<file path="src/rtl/buffered_econet_tx_if.sv">
// Host-side bus and serial line bundle for the buffered Econet transmitter.
// The slave modport is the transmitter; the master modport is the host/line side.
interface buffered_econet_tx_if #(
  parameter int ECO_CNTWIDTH = 9
);
  logic                    sys_wr;
  logic [ECO_CNTWIDTH-3:0] sys_addr;
  logic [3:0]              sys_be;
  logic [31:0]             sys_wdata;
  logic [ECO_CNTWIDTH-1:0] sys_len;
  logic                    sys_go;
  logic                    sys_abort;
  logic                    tx;
  logic                    tx_en;
  logic                    busy;
  logic                    done;
  logic                    aborted;

  modport master (
    output sys_wr, sys_addr, sys_be, sys_wdata, sys_len, sys_go, sys_abort,
    input  tx, tx_en, busy, done, aborted
  );

  modport slave (
    input  sys_wr, sys_addr, sys_be, sys_wdata, sys_len, sys_go, sys_abort,
    output tx, tx_en, busy, done, aborted
  );
endinterface

</file>
<file path="src/rtl/buffered_econet_tx.sv">
// Buffered Econet HDLC frame transmitter: flags, bit-stuffed payload, CRC-16/X.25 FCS.
// Define ECONET_TX_ABORT_EN to let sys_abort cut a frame short with eight 1s.
module buffered_econet_tx #(
  parameter int ECO_BUFSZ    = 512,
  parameter int ECO_CNTWIDTH = 9,
  parameter int LEAD_FLAGS   = 2
) (
  input  logic                 econet_clk,
  input  logic                 reset,
  buffered_econet_tx_if.slave  bus
);
  localparam int              WORDS     = ECO_BUFSZ / 4;
  localparam int              LW        = (LEAD_FLAGS > 1) ? $clog2(LEAD_FLAGS) : 1;
  localparam logic [LW-1:0]   LEAD_LAST = LW'(LEAD_FLAGS - 1);
  localparam logic [7:0]      FLAG      = 8'h7E;
  localparam logic [15:0]     POLY      = 16'h8408;

  typedef enum logic [2:0] {
    S_IDLE, S_LEAD, S_DATA, S_FCS, S_TAIL, S_ABRT
  } state_e;

  state_e                  state_q, state_d;
  logic [7:0]              sh_q, sh_d;
  logic [4:0]              bcnt_q, bcnt_d;
  logic [LW-1:0]           lead_q, lead_d;
  logic [ECO_CNTWIDTH-1:0] fidx_q, fidx_d;
  logic [ECO_CNTWIDTH-1:0] len_q, len_d;
  logic [15:0]             crc_q, crc_d;
  logic [2:0]              ones_q, ones_d;
  logic                    tx_q, en_q, done_q;
  logic                    bit_c, go_c, abort_c, fb_c;
  logic [7:0]              lane_c;

  logic [3:0][7:0]         mem_q [WORDS];
  logic [3:0][7:0]         rdata_q;

  // The word holding the next byte is re-read every cycle; fidx_q only moves
  // at byte boundaries, so rdata_q is settled long before it is consumed.
  always_ff @(posedge econet_clk) begin
    if (bus.sys_wr) begin
      for (int i = 0; i < 4; i++) begin
        if (bus.sys_be[i]) mem_q[bus.sys_addr][i] <= bus.sys_wdata[8*i +: 8];
      end
    end
    rdata_q <= mem_q[fidx_q[ECO_CNTWIDTH-1:2]];
  end

  assign lane_c = rdata_q[fidx_q[1:0]];
  assign go_c   = (state_q == S_IDLE) && !en_q && bus.sys_go;

`ifdef ECONET_TX_ABORT_EN
  logic aborted_q;

  assign abort_c = bus.sys_abort &&
                   (state_q == S_LEAD || state_q == S_DATA || state_q == S_FCS);

  always_ff @(posedge econet_clk or posedge reset) begin
    if (reset)        aborted_q <= 1'b0;
    else if (abort_c) aborted_q <= 1'b1;
    else if (go_c)    aborted_q <= 1'b0;
  end

  assign bus.aborted = aborted_q;
`else
  logic unused_abort;
  assign unused_abort = bus.sys_abort;
  assign abort_c      = 1'b0;
  assign bus.aborted  = 1'b0;
`endif

  always_comb begin
    state_d = state_q;
    sh_d    = sh_q;
    bcnt_d  = bcnt_q;
    lead_d  = lead_q;
    fidx_d  = fidx_q;
    len_d   = len_q;
    crc_d   = crc_q;
    ones_d  = ones_q;
    bit_c   = 1'b1;
    fb_c    = 1'b0;
    case (state_q)
      S_IDLE: begin
        if (go_c) begin
          state_d = S_LEAD;
          len_d   = bus.sys_len;
          sh_d    = FLAG;
          bcnt_d  = '0;
          lead_d  = '0;
          fidx_d  = '0;
          crc_d   = 16'hFFFF;
          ones_d  = '0;
        end
      end
      S_LEAD: begin
        bit_c  = sh_q[0];
        sh_d   = sh_q >> 1;
        bcnt_d = bcnt_q + 5'd1;
        if (bcnt_q[2:0] == 3'd7) begin
          bcnt_d = '0;
          ones_d = '0;
          if (lead_q != LEAD_LAST) begin
            lead_d = lead_q + LW'(1);
            sh_d   = FLAG;
          end else if (len_q == '0) begin
            state_d = S_FCS;
          end else begin
            state_d = S_DATA;
            sh_d    = lane_c;
            fidx_d  = fidx_q + ECO_CNTWIDTH'(1);
          end
        end
      end
      S_DATA: begin
        if (ones_q == 3'd5) begin
          bit_c  = 1'b0;
          ones_d = '0;
        end else begin
          bit_c  = sh_q[0];
          fb_c   = crc_q[0] ^ sh_q[0];
          crc_d  = (crc_q >> 1) ^ (fb_c ? POLY : 16'h0000);
          ones_d = sh_q[0] ? ones_q + 3'd1 : 3'd0;
          sh_d   = sh_q >> 1;
          bcnt_d = bcnt_q + 5'd1;
          if (bcnt_q[2:0] == 3'd7) begin
            bcnt_d = '0;
            if (fidx_q == len_q) begin
              state_d = S_FCS;
            end else begin
              sh_d   = lane_c;
              fidx_d = fidx_q + ECO_CNTWIDTH'(1);
            end
          end
        end
      end
      S_FCS: begin
        // bcnt_q parks at 16 when the last FCS bit completes a run of five 1s,
        // so the closing stuffed 0 goes out before the flag.
        if (ones_q == 3'd5) begin
          bit_c  = 1'b0;
          ones_d = '0;
          if (bcnt_q == 5'd16) begin
            state_d = S_TAIL;
            bcnt_d  = '0;
            sh_d    = FLAG;
          end
        end else begin
          bit_c  = ~crc_q[0];
          crc_d  = crc_q >> 1;
          ones_d = bit_c ? ones_q + 3'd1 : 3'd0;
          bcnt_d = bcnt_q + 5'd1;
          if (bcnt_q == 5'd15 && ones_d != 3'd5) begin
            state_d = S_TAIL;
            bcnt_d  = '0;
            sh_d    = FLAG;
          end
        end
      end
      S_TAIL: begin
        bit_c  = sh_q[0];
        sh_d   = sh_q >> 1;
        bcnt_d = bcnt_q + 5'd1;
        if (bcnt_q[2:0] == 3'd7) begin
          state_d = S_IDLE;
          bcnt_d  = '0;
        end
      end
      S_ABRT: begin
        bcnt_d = bcnt_q + 5'd1;
        if (bcnt_q == 5'd7) begin
          state_d = S_IDLE;
          bcnt_d  = '0;
        end
      end
      default: state_d = S_IDLE;
    endcase
    // The bit already on the line finishes; the first of the eight 1s follows.
    if (abort_c) begin
      state_d = S_ABRT;
      bit_c   = 1'b1;
      bcnt_d  = 5'd1;
    end
  end

  always_ff @(posedge econet_clk or posedge reset) begin
    if (reset) begin
      state_q <= S_IDLE;
      sh_q    <= '0;
      bcnt_q  <= '0;
      lead_q  <= '0;
      fidx_q  <= '0;
      len_q   <= '0;
      crc_q   <= 16'hFFFF;
      ones_q  <= '0;
      tx_q    <= 1'b1;
      en_q    <= 1'b0;
      done_q  <= 1'b0;
    end else begin
      state_q <= state_d;
      sh_q    <= sh_d;
      bcnt_q  <= bcnt_d;
      lead_q  <= lead_d;
      fidx_q  <= fidx_d;
      len_q   <= len_d;
      crc_q   <= crc_d;
      ones_q  <= ones_d;
      tx_q    <= bit_c;
      en_q    <= (state_q != S_IDLE);
      done_q  <= (state_q == S_IDLE) && en_q;
    end
  end

  assign bus.tx    = tx_q;
  assign bus.tx_en = en_q;
  assign bus.busy  = en_q;
  assign bus.done  = done_q;
endmodule

</file>
<file path="src/flat_wrapper.sv">
// flat-port wrapper written by rule: the top's interface ports become plain ports
module buffered_econet_tx_flat 
#(
  parameter int ECO_BUFSZ    = 512,
  parameter int ECO_CNTWIDTH = 9,
  parameter int LEAD_FLAGS   = 2
)
  (econet_clk, reset, bus_sys_wr, bus_sys_addr, bus_sys_be, bus_sys_wdata, bus_sys_len, bus_sys_go, bus_sys_abort, bus_tx, bus_tx_en, bus_busy, bus_done, bus_aborted);
  buffered_econet_tx_if #(.ECO_CNTWIDTH(ECO_CNTWIDTH)) bus_i ();
  input  logic econet_clk;
  input  logic reset;
  input wire logic [$bits(bus_i.sys_wr)-1:0] bus_sys_wr;
  input wire logic [$bits(bus_i.sys_addr)-1:0] bus_sys_addr;
  input wire logic [$bits(bus_i.sys_be)-1:0] bus_sys_be;
  input wire logic [$bits(bus_i.sys_wdata)-1:0] bus_sys_wdata;
  input wire logic [$bits(bus_i.sys_len)-1:0] bus_sys_len;
  input wire logic [$bits(bus_i.sys_go)-1:0] bus_sys_go;
  input wire logic [$bits(bus_i.sys_abort)-1:0] bus_sys_abort;
  output wire logic [$bits(bus_i.tx)-1:0] bus_tx;
  output wire logic [$bits(bus_i.tx_en)-1:0] bus_tx_en;
  output wire logic [$bits(bus_i.busy)-1:0] bus_busy;
  output wire logic [$bits(bus_i.done)-1:0] bus_done;
  output wire logic [$bits(bus_i.aborted)-1:0] bus_aborted;
  assign bus_i.sys_wr = bus_sys_wr;
  assign bus_i.sys_addr = bus_sys_addr;
  assign bus_i.sys_be = bus_sys_be;
  assign bus_i.sys_wdata = bus_sys_wdata;
  assign bus_i.sys_len = bus_sys_len;
  assign bus_i.sys_go = bus_sys_go;
  assign bus_i.sys_abort = bus_sys_abort;
  assign bus_tx = bus_i.tx;
  assign bus_tx_en = bus_i.tx_en;
  assign bus_busy = bus_i.busy;
  assign bus_done = bus_i.done;
  assign bus_aborted = bus_i.aborted;
  buffered_econet_tx #(.ECO_BUFSZ(ECO_BUFSZ), .ECO_CNTWIDTH(ECO_CNTWIDTH), .LEAD_FLAGS(LEAD_FLAGS)) u_core (.econet_clk(econet_clk), .reset(reset), .bus(bus_i));
endmodule
</file>
<file path="config.mk">
export PLATFORM = sky130hd
export DESIGN_NAME = buffered_econet_tx_flat
export DESIGN_NICKNAME = d
export VERILOG_FILES = /design/src/rtl/buffered_econet_tx_if.sv /design/src/rtl/buffered_econet_tx.sv /design/src/flat_wrapper.sv
export SDC_FILE = /design/constraint.sdc
export NUM_CORES = 2
export LEC_CHECK = 0
export CAP_MARGIN = 0
export CORE_MARGIN = 2
export CORE_UTILIZATION = 45
export CTS_BUF_LIST = sky130_fd_sc_hd__clkbuf_8
export CTS_CLUSTER_SIZE = 10
export DETAILED_ROUTE_END_ITERATION = 10
export DONT_BUFFER_PORTS = 1
export SLEW_MARGIN = 15
export SYNTH_ARGS = -nofsm -noshare
export SYNTH_HDL_FRONTEND = slang
export SYNTH_SLANG_ARGS = --single-unit
</file>
<file path="constraint.sdc">
create_clock -name econet_clk -period 2.85 [get_ports econet_clk]
set_input_delay 0.855 -clock econet_clk [delete_from_list [all_inputs] [get_ports econet_clk]]
set_output_delay 0.855 -clock econet_clk [all_outputs]
set_load 0.05 [all_outputs]
</file>
=== Word level (Yosys, flattened, before mapping) ===
Memories as Yosys holds them, arrays and structs flattened. A register that Yosys moved wholly into a read port is not among the register bits.
Cells that the tools add are included.

* Bits in registers: 57
* Memory bits (writable): 4096
* Input bits: 57
* Output and inout port bits: 5
* Memories: 1

* Add/sub/neg operators: 4
* Magnitude comparators: 1
* Equal/unequal tests: 25
* Multiplexer cells: 72
* Bitwise gates (word level): 3
* Reduce and logical (&&, ||, !) cells: 23

{| class="wikitable"
|+ Memory list
! memory !! depth !! bits a word !! read ports !! clocked after Yosys merged registers in !! wr ports !! line !! source
|-
| u_core.mem_q || 128 || 32 || 1 || 1 || 1 || buffered_econet_tx.sv:34 || <nowiki>logic [3:0][7:0] mem_q [WORDS];</nowiki>
|}

{| class="wikitable"
|+ Operators by type and width
! cell !! count
|-
| 2-to-1 mux 8 bit || 11
|-
| 2-to-1 mux 16 bit || 4
|-
| 2-to-1 mux 9 bit || 7
|-
| 2-to-1 mux 3 bit || 16
|-
| one-hot mux 16 bit (3 select lines) || 1
|-
| one-hot mux 8 bit (5 select lines) || 1
|-
| 2-to-1 mux 5 bit || 7
|-
| one-hot mux 9 bit (3 select lines) || 1
|-
| one-hot mux 5 bit (5 select lines) || 1
|-
| 2-to-1 mux 1 bit || 18
|-
| one-hot mux 3 bit (6 select lines) || 1
|-
| binary-select mux 8 bit (select 2 bit) || 1
|-
| bitwise XOR 15 x 16 -> 16 bit || 1
|-
| != test 2 x 1 -> 1 bit, second input constant || 7
|-
| == test 3 bit, second input constant || 4
|-
| one-hot mux 3 bit (4 select lines) || 1
|-
| AND reduction 10 bit || 1
|-
| nonzero test 5 bit || 2
|-
| adder 9 x 1 -> 9 bit, second input constant || 1
|-
| == test 9 bit || 1
|-
| zero test 9 bit || 1
|-
| nonzero test 3 bit || 3
|-
| != test 2 bit, second input constant || 4
|-
| AND reduction 4 bit || 2
|-
| 25 further kinds || 31
|}

=== Depth between registers and ports, before layout ===
* Word-level depth: 7
* Gate-level depth with buffers: 13

=== Worst setup path before layout ===
No wires, ideal clock.

* Path kind: in2reg
* Start: input bus_sys_addr[1]
* End: memory u_core.mem_q[26][0] (netlist bit), enable pin
* Setup time: 370 ps
* Data arrival time: 2398 ps
* Slack: 82 ps
* Stages on the path: 5
* Cell sequence: clkbuf_1 -> nor3b_1 -> clkbuf_1 -> nand2_1 -> nor2_1

{| class="wikitable"
|+ RTL lines
! item !! line !! source
|-
| start, declared || flat_wrapper.sv:13 || <nowiki>input wire logic [$bits(bus_i.sys_addr)-1:0] bus_sys_addr;</nowiki>
|-
| end, declared || buffered_econet_tx.sv:34 ||
|}

Straight into the memory's write port.

==> metrics <==
Power Dens Cells 740 mW/mm2; worst slack, placed -0.653 ns; Final ANT Viol Nets 0; DR vias 90100; failing checks setup timing; crit path kind reg2reg; fin crit share 101%; Max VDD drop between 0.0004 and 0.0005 V; HP Class in2reg; global route overflow 0; sequential area share after synthesis between 70% and 80%; Synth Instances approximately 8000; slew margin rel. approximately a third; Num CTS Buffers roughly 670; reg-to-reg endpoint u_core.rdata_q[0]; EDFF count, synth roughly 4000; CP max stage cell dfrtp_4; Worst path max stage delay 0.68 ns; syn nets 8034; Worst R2R Path Depth 8; RSZ-0062 raised after global routing yes; final WL 494000 um; MaxCap Viol Count 0; Setup-failing EPs final 10; leakage 63.9 nW; WHS 0.0415 ns; R2R Setup Slk -0.04 ns; Synth Flop Type edfxtp_1; Pwr Total 0.144 W; IO buf count 0; layout cells sized above 1 between 30% and 40%; die area 0.367 mm2; Die Wd 606 um; CTS Sinks roughly 4200; Vias/cell 5.99; WHS Path Cells 1; hold path endpoint u_core.mem_q[3][10]; Post-Layout Inst Area 0.195 mm2; 1st-pass router iterations 8; CTS tree built; synthesized area 0.163 mm2; Post-DP Area 0.179 mm2; core area roughly 0.36 mm2; Clock transition at path regs 0.06 ns; Fin Clk Skew 0.0681 ns; Final #Nets between 9000 and 10000; Die Ht 606 um; post-DP HPWL 321000 um; max-slew violation count 0; total global-route track usage 26.3%; status finished with violations; worst skew pair latency 1.23 ns; Period minus WS final 2.89 ns; largest net degree at the start of global routing 129; Layout area overhead 19.4%; WP data required 4.00 ns; clock root cell clkbuf_8; CP endpoint kind flip-flop; CTS H-tree lvls 6; CP max FO 23; drt initial violations 12800; initial antenna violation count 25; Initial Util 45.1%; Async S/R FF share, synth 1.36%; final setup margin -0.0409 ns; CP Cell Sequence buf_4 > nand2_1 > or2_2 > buf_12 > a2111oi_0 > a311oi_1 > o221ai_2 > o32a_1; global-route wire length before repair 677000 um; startpoint class of the critical path flip-flop; Hold Path Origin bus_sys_wdata[10]; Cell variety after synth 79; clk buf depth 4; Avg Cell Area, Syn 20.5 um2; Max Clk Rate 346 MHz; Routed WL per cell 32.8 um; # IOs 62; Arr. time, crit path between 4 and 5 ns; DRC 0; #FFs+latches synth approximately 4200; Final Wtd Congestion 0.899; Rows 221; r2r startpoint u_core.fidx_q[7]; yosys warns 0; final hold viol count 0; vias in the first global route 89100; Slew @ Worst Pin 0.992 ns
==> kinds of logic (layout without fill, tap and decap cells) <==
group	after synthesis	count (layout)	synth area share, %
AO/OA/AOI/OAI	747	747	3.23
XOR/XNOR	15	15	0.0806
adder cells (fa/ha/maj)	7	7	0.0537
buffers and inverters	487	2744	1.73
flip-flops	4185	4185	76.7
multiplexers	1453	1453	15.5
other	1	25	0.00230
AND/OR/NAND/NOR	1075	1075	2.71
==> how the worst max path moves through the flow <==
stage,endpoint,from,slack (ns)
6_report,u_core.rdata_q[0],u_core.fidx_q[7],-0.04
3_5_place_dp,u_core.rdata_q[1],u_core.fidx_q[2],-0.65
3_3_place_gp,u_core.rdata_q[30],u_core.fidx_q[2],-1.28
5_1_grt,u_core.rdata_q[10],u_core.fidx_q[2],-0.07
2_1_floorplan,u_core.mem_q[26][0],bus_sys_addr[1],0.08
4_1_cts,u_core.rdata_q[30],u_core.fidx_q[2],-0.08
==> power breakdown <==
| part | internal, W | leakage [nW] | total [W] | switching (W) |
|---|---|---|---|---|
| sequential | 0.0684 | 37.8 | 0.0692 | 0.000870 |
| clock | 0.0236 | 6.97 | 0.0475 | 0.0239 |
| combinational | 0.0134 | 19.2 | 0.0273 | 0.0139 |
==> per-stage QoR <==
step | setup TNS, ns | instances | utilization (%)
global route | -0.472 | 15000 | 53.8
CTS | -0.277 | 14900 | 53.4
finish | -0.160 | 15000 | 53.8
floorplan | 0 | 7970 | -
global placement | -11.48 | 13700 | 49.5
detailed placement | -10.08 | 13700 | 49.5
==> sequential cells by signal, summed over array words and instances (netlist names) <==
name             cells
u_core.len_q         9
u_core.rdata_q      32
u_core.bus.busy      1
u_core.crc_q        16
u_core.sh_q          8
u_core.mem_q      4096
u_core.fidx_q        9
u_core.state_q       3
u_core.bus.tx        1
u_core.bcnt_q        5
u_core.bus.done      1
u_core.ones_q        3
u_core.lead_q        1
==> area by class of cell <==
cell class	instances	area (um2)
fillers	27900	167000
clock buffers	690	9500
multi-input cells	3298	36100
flip-flops and latches	4185	125000
clock inverters	518	2650
diodes	24	60.1
well taps	4794	6000
repair buffers	1520	15200
inverters	16	76.3
==> critical path, delay by kind of cell, from the launching register on <==
kind / cells / cell delay [ns]
AO/OA/AOI/OAI: 4 / 1.14
flip-flops: 1 / 0.68
AND/OR/NAND/NOR: 2 / 0.46
buffers and inverters: 2 / 0.45
==> Yosys cell counts (21+ instances only) <==
library cell / number / share of area [%]
dfrtp_1: 40 / 0.61
mux2_2: 22 / 0.15
nand2b_1: 21 / 0.081
buf_4: 92 / 0.42
o21ai_0: 71 / 0.22
a221oi_1: 22 / 0.12
mux2i_1: 576 / 3.5
a2111oi_0: 22 / 0.12
buf_2: 128 / 0.39
buf_6: 58 / 0.40
edfxtp_1: 4096 / 75
a21oi_1: 108 / 0.33
a22oi_1: 168 / 0.77
mux4_2: 855 / 12
a31oi_1: 41 / 0.16
clkbuf_1: 180 / 0.41
nor2_1: 612 / 1.4
o221ai_1: 33 / 0.18
a211oi_1: 71 / 0.33
o22ai_1: 83 / 0.32
nor2b_1: 23 / 0.088
nand3_1: 46 / 0.14
dfxtp_1: 32 / 0.39
o211ai_1: 27 / 0.12
nand2_1: 292 / 0.67
==> cells in the final DEF, fill, tap and decap left out, drive strengths merged, types with 24 or more instances in the layout <==
| master | instances |
|---|---|
| o221ai | 33 |
| o21ai | 72 |
| mux2i | 576 |
| a21oi | 108 |
| o22ai | 83 |
| a31oi | 41 |
| nand2 | 293 |
| nor2 | 613 |
| diode | 24 |
| dfxtp | 32 |
| dfrtp | 40 |
| clkbuf | 704 |
| edfxtp | 4096 |
| clkinv | 261 |
| o211ai | 27 |
| a22oi | 168 |
| buf | 1486 |
| inv | 251 |
| nand3 | 46 |
| a211oi | 71 |
| mux4 | 855 |
==> routing by layer <==
layer  track usage, %  vias up  routed length [um]
li1                 -    36500                   -
met1             35.9    47700              191000
met2             41.0     5038              231000
met3             6.70      829               52500
met4             9.94        8               19200
met5                0        -                  57
==> what timing repair did <==
item	4_1_cts	5_1_grt
setup endpoints to repair	42	31
cloned	2	14
pin swaps	7	42
hold buffers	52	1
gates resized for setup	93	170
hold endpoints to repair	4094	12
setup buffers	33	66
Power figures use the tool's default switching activity.
